File: config.mk
export PLATFORM = sky130hd
export DESIGN_NAME = dna_search_sequencer
export DESIGN_NICKNAME = d
export VERILOG_FILES = /design/src/rtl/dna_search_sequencer.sv
export SDC_FILE = /design/constraint.sdc
export NUM_CORES = 1
export LEC_CHECK = 0
export ABC_AREA = 1
export ABC_CLOCK_PERIOD_IN_PS = 3600
export CAP_MARGIN = 20
export CORE_UTILIZATION = 45
export CTS_BUF_LIST = sky130_fd_sc_hd__clkbuf_2 sky130_fd_sc_hd__clkbuf_4 sky130_fd_sc_hd__clkbuf_8
export DETAILED_ROUTE_END_ITERATION = 6
export PLACE_DENSITY = 0.74
export RECOVER_POWER = 100
export SYNTH_ARGS = -nofsm -noshare
export SYNTH_HDL_FRONTEND = slang
export SYNTH_SLANG_ARGS = --single-unit
File: constraint.sdc
create_clock -name clock -period 3.6 [get_ports clock]
set_clock_uncertainty 0.15 [all_clocks]
set_input_delay 1.08 -clock clock [delete_from_list [all_inputs] [get_ports clock]]
set_output_delay 1.08 -clock clock [all_outputs]
set_load 0.02 [all_outputs]
File: src/rtl/dna_search_sequencer.sv
// dna_search_sequencer: buffers search jobs in a 4-deep FIFO and issues them one at a time to the DNA pattern-search engine.
module dna_search_sequencer #(
  parameter int unsigned TIMEOUT_CYCLES = 4095
) (
  input  logic        clock,
  input  logic        reset_N,
  input  logic        job_valid,
  input  logic [15:0] job_dna_start,
  input  logic [15:0] job_dna_length,
  input  logic [11:0] job_pattern_start,
  output logic        job_ready,
  output logic        ready,
  output logic [15:0] dna_start,
  output logic [15:0] dna_length,
  output logic [11:0] pattern_start,
  input  logic        done,
  input  logic        found_it,
  input  logic        error,
  output logic        res_valid,
  output logic [7:0]  res_id,
  output logic        res_found,
  output logic        res_error,
  output logic        res_timeout,
  output logic [7:0]  hit_count,
  output logic [7:0]  err_count,
  output logic        busy,
  output logic        halted
);
  localparam logic [2:0] S_IDLE   = 3'd0;
  localparam logic [2:0] S_ISSUE  = 3'd1;
  localparam logic [2:0] S_ARM    = 3'd2;
  localparam logic [2:0] S_WAIT   = 3'd3;
  localparam logic [2:0] S_REPORT = 3'd4;
  localparam logic [2:0] S_HALT   = 3'd5;
  localparam logic [15:0] TMO = 16'(TIMEOUT_CYCLES);
  typedef struct packed {
    logic [7:0]  id;
    logic [15:0] ds;
    logic [15:0] dl;
    logic [11:0] ps;
  } job_t;
  job_t fifo_q [4];
  job_t fifo_d [4];
  job_t cur_q, cur_d;
  logic [1:0] wr_q, wr_d, rd_q, rd_d;
  logic [2:0] cnt_q, cnt_d, state_q, state_d;
  logic [7:0] id_q, id_d, res_id_q, res_id_d, hit_q, hit_d, err_q, err_d;
  logic [15:0] tmo_q, tmo_d;
  logic ready_q, ready_d, res_valid_q, res_valid_d, res_found_q, res_found_d;
  logic res_error_q, res_error_d, res_timeout_q, res_timeout_d;
  logic halted_q, halted_d, busy_q, busy_d, job_ready_q, job_ready_d;
  logic push, pop, fin, tmo_hit;
  assign push    = job_valid && job_ready_q;
  assign pop     = state_q == S_IDLE && cnt_q != 3'd0 && !halted_q;
  // done has priority over an expiring timeout in the same WAIT cycle
  assign fin     = state_q == S_WAIT && (done || tmo_q == TMO);
  assign tmo_hit = fin && !done;
  always_comb begin
    fifo_d = fifo_q;
    if (push) fifo_d[wr_q] = {id_q, job_dna_start, job_dna_length, job_pattern_start};
    wr_d          = wr_q + 2'(push);
    rd_d          = rd_q + 2'(pop);
    cnt_d         = cnt_q + 3'(push) - 3'(pop);
    id_d          = id_q + 8'(push);
    cur_d         = pop ? fifo_q[rd_q] : cur_q;
    ready_d       = pop;
    tmo_d         = state_q == S_ARM ? 16'd0 : state_q == S_WAIT ? tmo_q + 16'd1 : tmo_q;
    res_valid_d   = fin;
    res_id_d      = fin ? cur_q.id : res_id_q;
    res_found_d   = fin ? done && found_it : res_found_q;
    res_error_d   = fin ? done && error : res_error_q;
    res_timeout_d = fin ? tmo_hit : res_timeout_q;
    hit_d         = hit_q + 8'(fin && done && found_it && hit_q != 8'hff);
    err_d         = err_q + 8'(fin && (tmo_hit || (done && error)) && err_q != 8'hff);
    halted_d      = halted_q || tmo_hit;
    case (state_q)
      S_IDLE:   state_d = pop ? S_ISSUE : S_IDLE;
      S_ISSUE:  state_d = S_ARM;
      S_ARM:    state_d = S_WAIT;
      S_WAIT:   state_d = fin ? S_REPORT : S_WAIT;
      S_REPORT: state_d = res_timeout_q ? S_HALT : S_IDLE;
      S_HALT:   state_d = S_HALT;
      default:  state_d = S_IDLE;
    endcase
    busy_d        = state_d != S_IDLE || cnt_d != 3'd0;
    job_ready_d   = cnt_d < 3'd4;
  end
  always_ff @(posedge clock or negedge reset_N) begin
    if (!reset_N) begin
      fifo_q        <= '{default: '0};
      cur_q         <= '0;
      wr_q          <= '0;
      rd_q          <= '0;
      cnt_q         <= '0;
      id_q          <= '0;
      state_q       <= S_IDLE;
      tmo_q         <= '0;
      ready_q       <= 1'b0;
      res_valid_q   <= 1'b0;
      res_id_q      <= '0;
      res_found_q   <= 1'b0;
      res_error_q   <= 1'b0;
      res_timeout_q <= 1'b0;
      hit_q         <= '0;
      err_q         <= '0;
      halted_q      <= 1'b0;
      busy_q        <= 1'b0;
      job_ready_q   <= 1'b1;
    end else begin
      fifo_q        <= fifo_d;
      cur_q         <= cur_d;
      wr_q          <= wr_d;
      rd_q          <= rd_d;
      cnt_q         <= cnt_d;
      id_q          <= id_d;
      state_q       <= state_d;
      tmo_q         <= tmo_d;
      ready_q       <= ready_d;
      res_valid_q   <= res_valid_d;
      res_id_q      <= res_id_d;
      res_found_q   <= res_found_d;
      res_error_q   <= res_error_d;
      res_timeout_q <= res_timeout_d;
      hit_q         <= hit_d;
      err_q         <= err_d;
      halted_q      <= halted_d;
      busy_q        <= busy_d;
      job_ready_q   <= job_ready_d;
    end
  end
  assign job_ready     = job_ready_q;
  assign ready         = ready_q;
  assign dna_start     = cur_q.ds;
  assign dna_length    = cur_q.dl;
  assign pattern_start = cur_q.ps;
  assign res_valid     = res_valid_q;
  assign res_id        = res_id_q;
  assign res_found     = res_found_q;
  assign res_error     = res_error_q;
  assign res_timeout   = res_timeout_q;
  assign hit_count     = hit_q;
  assign err_count     = err_q;
  assign busy          = busy_q;
  assign halted        = halted_q;
endmodule
# --- Yosys cells after proc, flatten, opt, wreduce, memory -nomap -nowiden ---
# Index checks and enable logic that the tools add are counted.
word_totals:
  ff_bits: 326
  latch_bits: 0
  mem_bits_rw: 0
  rom_bits: 0
  output_inout_bits: 76
  mem_count: 0
op_classes:
  n_addsub: 8
  n_mul: 0
  n_div: 0
  n_lt_le_gt_ge: 4
  n_eq_ne: 8
  shifts: 0
  n_mux: 12
  n_bitwise: 2
  n_reduce_logical: 24
op_table:
  columns: ["op", "count"]
  rows:
  - ["$bwmux W208", 1]
  - ["$mux W52", 3]
  - ["$bmux W52 S2", 1]
  - ["$demux W52 S2", 1]
  - ["$mux W16", 2]
  - ["$add A8 B1 Y8", 3]
  - ["$pmux W3 S6", 1]
  - ["$add A16 B1 Y16 const B", 1]
  - ["$eq A16 B12 Y1 const B", 1]
  - ["$ne A8 B8 Y1 const B", 2]
  - ["$logic_and A1 B1 Y1", 13]
  - ["$reduce_bool A3 Y1", 3]
  - ["$eq A3 B2 Y1 const B", 2]
  - ["$eq A3 B3 Y1 const B", 2]
  - ["$ge A3 B3 Y1 const B", 2]
  - ["$mux W3", 2]
  - ["$not A2 Y3", 2]
  - ["$add A2 B1 Y2", 2]
  - ["$logic_or A1 B1 Y1", 4]
  - ["$add A3 B1 Y3", 1]
  - ["$eq A3 B1 Y1 const B", 1]
  - ["$logic_not A3 Y1", 1]
  - ["$lt A3 B1 Y1 const B", 1]
  - ["$lt A3 B3 Y1 const B", 1]
  - ["4 further kinds", 5]

# --- Depth between registers and ports, before layout ---
# Gate-level depths: netlist (run 1).
depth:
  word_depth: 8
  ltp_mapped: 14

# --- Least setup slack after synthesis (run 1) ---
# No wires, ideal clock.
synth_timing:
  path_kind: "in2reg"
  start: "input port job_valid"
  end: "register busy_q, in the netlist busy"
  setup_time_ps: 127
  arrival_ps: 2609
  t_required_ps: 3323
  slack_ps: 714
  cell_stages: 11
  n_path_buf: 0
  path_cell_list: "nand2_1 ha_1 inv_1 ha_1 inv_1 fa_1 xor2_1 xor2_1 nand2_1 nor2_1 nand3_1"
synth_via:
  elab_chain_len: 5
synth_rtl:
  columns: ["element", "line", "source"]
  rows:
  - ["from (decl)", "7", "input logic job_valid,"]
  - ["$logic_and A1 B1 Y1", "53", "assign push = job_valid && job_ready_q;"]
  - ["$add A3 B1 Y3", "63", "cnt_d = cnt_q + 3'(push) - 3'(pop);"]
  - ["$sub A3 B1 Y3", "63", null]
  - ["$reduce_bool A3 Y1", "85", "busy_d = state_d != S_IDLE || cnt_d != 3'd0;"]
  - ["$logic_or A1 B1 Y1", "85", null]
  - ["net busy_d", "51", "logic halted_q, halted_d, busy_q, busy_d, job_ready_q, job_ready_d;"]
  - ["to (signal assigned)", "127", "busy_q <= busy_d;"]
  - ["to (decl)", "51", null]
# The timed path passes the listed nets, and every way through them passes these cells.
# A chain may end at the register's enable or synchronous reset.

# --- Worst setup path after layout (run 1) ---
layout_timing:
  start: "input port job_valid"
  end: "register fifo_q[98] in the netlist's numbering"
layout_via:
  elab_chain_len: 1
layout_rtl:
  columns: ["element", "line", "source"]
  rows:
  - ["$logic_and A1 B1 Y1", "53", null]
  - ["to (signal assigned)", "110", "fifo_q <= fifo_d;"]
  - ["to (decl)", "42", "job_t fifo_q [4];"]
# No other way between the ends.

==> results of run 1 <==
metal layers:
layer / vias to the layer above / wire, microns
li1: 5225 / -
met1: 5131 / 14000
met2: 251 / 15100
met3: 45 / 1280
met4: 0 / 635
met5: - / 0
cell families (layout without fill, tap and decap cells):
logic type	Yosys count	in the layout	share of synthesized area (%)
AO/OA/AOI/OAI	351	351	14.1
XOR/XNOR	22	22	1.36
adder cells (fa/ha/maj)	12	12	1.11
flip-flops	326	326	57.5
AND/OR/NAND/NOR	633	633	17.5
buffers and inverters	232	340	8.38
layout make-up:
| cell class | instances | area share (%) |
|---|---|---|
| clock buffers | 90 | 6.60 |
| clock inverters | 6 | 0.252 |
| inverters | 97 | 2.23 |
| multi-input cells | 1018 | 29.2 |
| flip-flops and latches | 326 | 49.8 |
| well taps | 396 | 3.02 |
| repair buffers | 147 | 8.91 |
metrics by stage:
step	setup slack, ns	util, %	instances	instance area (sq um)	power, mW
floorplan	0.714	-	1576	14200	3.75
global placement	0.176	49.9	1984	15400	3.91
detailed placement	0.115	49.9	1984	15400	3.91
CTS	0.613	53.6	2080	16500	7.25
global route	0.337	53.2	2080	16400	7.43
finish	0.512	53.2	2080	16400	7.16
layout by cell type (no fill, tap or decap), types with 2 or more instances in the layout:
| cell | count |
|---|---|
| clkinv_2 | 4 |
| clkbuf_1 | 2 |
| nand2_2 | 2 |
| dfrtp_4 | 2 |
| nand3_1 | 17 |
| dlygate4sd3_1 | 78 |
| clkbuf_8 | 65 |
| nor2_1 | 244 |
| buf_12 | 5 |
| nand4_1 | 3 |
| o211ai_1 | 3 |
| clkdlybuf4s50_1 | 46 |
| inv_1 | 95 |
| clkbuf_2 | 3 |
| xor2_1 | 18 |
| buf_4 | 11 |
| a21oi_1 | 59 |
| nand3_2 | 2 |
| clkbuf_4 | 27 |
| a31oi_1 | 3 |
| dfrtp_1 | 323 |
| nand2_1 | 351 |
| xnor2_1 | 4 |
| nor3_1 | 9 |
| ha_1 | 11 |
| o32ai_1 | 50 |
| clkinvlp_4 | 2 |
| o21ai_0 | 231 |
power by group through the flow:
stage          Clock, mW  Sequential, mW  Combinational [mW]
3_3_place_gp           0            3.73               0.175
2_1_floorplan          0            3.73              0.0214
5_1_grt             3.57            3.66               0.192
4_1_cts             3.41            3.67               0.176
6_report            3.32            3.67               0.169
3_5_place_dp           0            3.73               0.176
sequential cells by signal, summed over array words and instances (netlist names):
name           cells
job_ready          1
res_error          1
busy               1
fifo_q           208
err_count          8
cnt_q              3
dna_length        16
pattern_start     12
hit_count          8
dna_start         16
res_id             8
halted             1
state_q            3
cur_q              8
res_valid          1
wr_q               2
id_q               8
res_timeout        1
tmo_q             16
ready              1
res_found          1
rd_q               2
worst max path at each step:
stage	from	to	slack (ns)	cells past startpoint
6_report	job_valid	fifo_q[98]	0.51	7
5_1_grt	job_valid	fifo_q[128]	0.34	7
4_1_cts	job_ready	job_ready	0.61	1
3_5_place_dp	job_valid	busy	0.11	12
3_3_place_gp	job_valid	busy	0.18	12
2_1_floorplan	job_valid	busy	0.71	11
worst max-delay path, delay by kind of cell:
kind                   cells  cell delay, ns
AO/OA/AOI/OAI              1            0.19
buffers and inverters      4            1.76
AND/OR/NAND/NOR            2            0.19
==> results.toml, run 1 <==
[timing]
period_needed_ns = 3.09
hold_ws_ns = 0.317
worst_pin_slew_ns = 2.40
hold_viol_final = 0
tns_ns = 0
grt_setup_unrepaired = "false"
setup-violations-final = 0
drv_slew = 154
slew_headroom_pct = -60.1
max_freq_ghz = 0.324
timing.final.crit_share_pct = 85.8

[cts]
clock-sinks = 326
cts_setup_buffers = 0
path_clk_slew_ns = 0.06
cts_buffers = 53
postCtsHoldBufs = 0
cts_root_buffer = "clkbuf_8"
h-tree-depth = 2
clk_latency_ns = 0.59
clk_path_buf_depth = 3
post_cts_resized = 0
tritoncts = "done"

[final_layout]
seqCellArea_sq_mm = 0.00817
final_net_count = 1705
final.fill_count = 2775
area_delta_synth_final_pct = 15.7
num_antenna_cells = 0
drive_gt1_share_pct = 7.66
multiInputGateArea_sq_mm = 0.00479

[global_routing]
overflow = 0
use_met3_pct = 2.84
groute.layer.met1.usage_pct = 26.0
antenna_found_initial = 0
grt.busiest_layer = "met2"
grt_pass1_vias = 10700
grt_max_degree = 106
grt_pass1_wl_microns = 52700
grt_use_met2_pct = 33.1
track_usage_pct = 19.7

[floorplan]
coreArea_sq_mm = 0.0308
die_area_sq_mm = 0.0322
die_y_microns = 180
initial_core_util_pct = 46.0
boundaryPins = 126
rows = 64
dieWidth_microns = 180

[power_and_ir_drop]
ir_drop_v = 0.000276
p_seq_share_pct = 51.2
intPower_mw = 5.61
p_comb_share_pct = 2.4
p_clk_share_pct = 46.4
power-per-cell-area_mw_per_mm2 = 437
p_sw_mw = 1.55
p_sw_share_pct = 21.6
p_leak_nw = 8.36

[synthesis]
syn-num-nets = 1638
ys_ff_latch = 326
synthCells = 1576
synth.area.top_cells = "dfrtp_1 57%, nand2_1 9.2%, o21ai_0 7.4%"
synth_area_sq_mm = 0.0142
synth_top_flop_cell = "dfrtp_1"
yosysSeqAreaShare_pct = 57.5
netlist-cell-type-count = 37
synth_edf_count = 0
yosys.area.top_type = "dfrtp_1"
yosysTopAreaCellShare_pct = 57.4
synth_top_cells_by_count = "349 x nand2_1, 325 x dfrtp_1, 242 x nor2_1"
avgSynthCellArea_sq_um = 9.00
postSynth.asyncResetShare_pct = 100
ys_warn_count = 0
synth.most_common_cell = "nand2_1"

[run]
maxCapViolations = 2

[run_status]
status = "complete, but fails checks"
violations = "DRC, capacitance limit, slew limit"

[worst_hold_path]
hold_path_class = "flop to flop"
hold_start = "res_found"
holdPathStages = 2
hold_path_end = "res_found"

[critical_path]
reg2regPathDepth = 6
rr_startpoint = "state_q[0]"
crit_path_top_delay_cell = "clkbuf_4"
cp-end-kind = "flop"
crit_arrival_ns = 3.34
r2r_slack_ns = 0.76
cp_data_required_time_ns = 3.85
path_max_fanout = 104
cp_cell_sequence = "dlygate4sd3_1 > nand2_1 > clkbuf_1 > inv_1 > nand2_4 > clkbuf_4 > o21ai_0"
crit_path_start_kind = "input pin"
reg2reg_to = "rd_q[1]"
slowest_delay_ns = 0.82
crit_type = "input pin to flop"

[detailed_routing]
wl_per_cell_microns = 14.9
detail_route.vias_per_cell = 5.12
drtAntennaViolNets = 0
post-route-drc-count = 23
finalWirelength_microns = 31000
firstDrtPassIters = 7
first_iter_violations = 832
vias = 10700

[placement]
dp_hpwl_microns = 18400
gp_congestion = 0.787
port_buffers = 125
Note: power is estimated with default switching activity, not from simulation.
==> run 2: changes to the inputs <==
--- a/config.mk
+++ b/config.mk
@@ -11,7 +11,6 @@
 export CORE_UTILIZATION = 45
 export CTS_BUF_LIST = sky130_fd_sc_hd__clkbuf_2 sky130_fd_sc_hd__clkbuf_4 sky130_fd_sc_hd__clkbuf_8
 export DETAILED_ROUTE_END_ITERATION = 6
-export PLACE_DENSITY = 0.74
 export RECOVER_POWER = 100
 export SYNTH_ARGS = -nofsm -noshare
 export SYNTH_HDL_FRONTEND = slang
==> run 2 against run 1 <==
The run still ends with DRC, capacitance limit, slew limit left. Critical path depth is the same. Global-route usage grew 0.19 points. Sequential cell count is the same. Register-to-register slack lost 0.04 ns. Utilization grew 0.21 points. Die area is the same. Combinational power is essentially flat. Cell count grew 0.24%. Clock power grew 2%. Critical endpoint is now fifo_q[102].
==> results.toml, run 2 (same netlist as run 1, synthesis figures left out) <==
[global_routing]
grt_pass1_wl_microns = 53100
grt_max_degree = 105
track_usage_pct = 19.9
grt_pass1_vias = 10600
antenna_found_initial = 0
overflow = 0

[timing]
drv_slew = 131
timing.final.crit_share_pct = 85.9
period_needed_ns = 3.09
max_freq_ghz = 0.323
worst_pin_slew_ns = 1.84
slew_headroom_pct = -22.6
hold_viol_final = 0
tns_ns = 0
grt_setup_unrepaired = "false"
setup-violations-final = 0

[cts]
cts_setup_buffers = 0
clk_latency_ns = 0.57
tritoncts = "done"
path_clk_slew_ns = 0.06
clock-sinks = 326
post_cts_resized = 0
cts_buffers = 55
cts_root_buffer = "clkbuf_8"
postCtsHoldBufs = 0
h-tree-depth = 2
clk_path_buf_depth = 3

[placement]
dp_hpwl_microns = 18300
placed_cells = 1988
gp_congestion = 0.776
port_buffers = 125

[final_layout]
regMostFlops = "fifo_q"
final.fill_count = 2844
layout.cells.non_filler = 2085
drive_gt1_share_pct = 7.82
final_net_count = 1711
final_cell_mix = "350 x nand2_1, 323 x dfrtp_1, 244 x nor2_1"
area_delta_synth_final_pct = 16.1
layout_commonest_cell = "nand2_1"
largest_reg_flops = 208
final_core_util_pct = 53.4
num_antenna_cells = 0

[detailed_routing]
firstDrtPassIters = 7
drtAntennaViolNets = 0
wl_per_cell_microns = 14.8
first_iter_violations = 573
detail_route.vias_per_cell = 5.05
finalWirelength_microns = 30900
vias = 10500
post-route-drc-count = 12

[critical_path]
crit_arrival_ns = 3.35
cp_num_buf_inv = 4
cp_cell_sequence = "dlygate4sd3_1 > nand2_1 > clkbuf_1 > inv_1 > nand2_4 > clkbuf_2 > o21ai_0"
cp_top_family = "buffers and inverters"
crit_type = "input pin to flop"
crit_path_start_kind = "input pin"
slowest_delay_ns = 0.70
crit_path_top_delay_cell = "clkbuf_2"
cp_data_required_time_ns = 3.86
path_max_fanout = 42
cp-end-kind = "flop"
worstSetupStartpoint = "job_valid"
rr_startpoint = "state_q[0]"

[power_and_ir_drop]
ir_drop_v = 0.000248
p_leak_nw = 8.40
power-per-cell-area_mw_per_mm2 = 440
p_total_mw = 7.24

[run_status]
violations = "DRC, capacitance limit, slew limit"
status = "complete, but fails checks"

[floorplan]
die_area_sq_mm = 0.0322
coreArea_sq_mm = 0.0308
die_y_microns = 180
rows = 64
dieWidth_microns = 180
boundaryPins = 126
initial_core_util_pct = 46.0

[worst_hold_path]
hold_path_class = "flop to flop"
hold_start = "dna_length[0]"

[run]
maxCapViolations = 2
## run 2: path summary, 6_finish.rpt
| check | endpoint | slack [ns] | depth (start not counted) |
|---|---|---|---|
| setup / recovery | fifo_q[102] | 0.51 | 7 |
| hold / removal | dna_length[0] | 0.32 | 2 |
| setup reg to reg | rd_q[1] | 0.72 | 6 |
| hold reg to reg | dna_length[0] | 0.32 | 2 |
| max in group asynchronous | fifo_q[112] | 0.75 | 3 |
| min in group asynchronous | hit_count[1] | 0.84 | 1 |
## run 2: final cells by class
type	instances	area, sq um	area share, %
flip-flops and latches	326	8170	49.6
multi-input cells	1018	4800	29.2
repair buffers	151	1480	8.98
clock buffers	95	1140	6.92
well taps	396	495	3.01
inverters	97	365	2.22
clock inverters	2	16.3	0.0988
## run 2: worst min-delay path, cell delays in order, from the launching register on
cell,delay [ns]
dfrtp_1,0.33
nand2_1,0.05
nand2_1,0.05
## run 2: layer usage
layer | up-vias | track usage, % | part of all wire [%] | wire length, microns
met5 | - | 0 | 0 | 0
met4 | 0 | 5.55 | 1.9 | 593
met3 | 45 | 3.00 | 3.5 | 1070
met2 | 190 | 33.1 | 46 | 14200
met1 | 5069 | 27.2 | 48 | 15000
li1 | 5233 | - | - | -
## run 2: power by group
group / total, mW / leakage [nW] / internal (mW) / switching (mW)
clock network: 3.40 / 0.618 / 1.97 / 1.43
logic: 0.170 / 3.28 / 0.0612 / 0.109
registers: 3.67 / 4.50 / 3.67 / 0
## run 2: through the flow
stage	hold WS, ns	cell area (sq um)	setup slack [ns]
2_1_floorplan	0.298	14200	0.714
3_3_place_gp	0.306	15500	0.181
3_5_place_dp	0.312	15500	0.150
4_1_cts	0.303	16700	0.618
5_1_grt	0.348	16500	0.310
6_report	0.319	16500	0.506
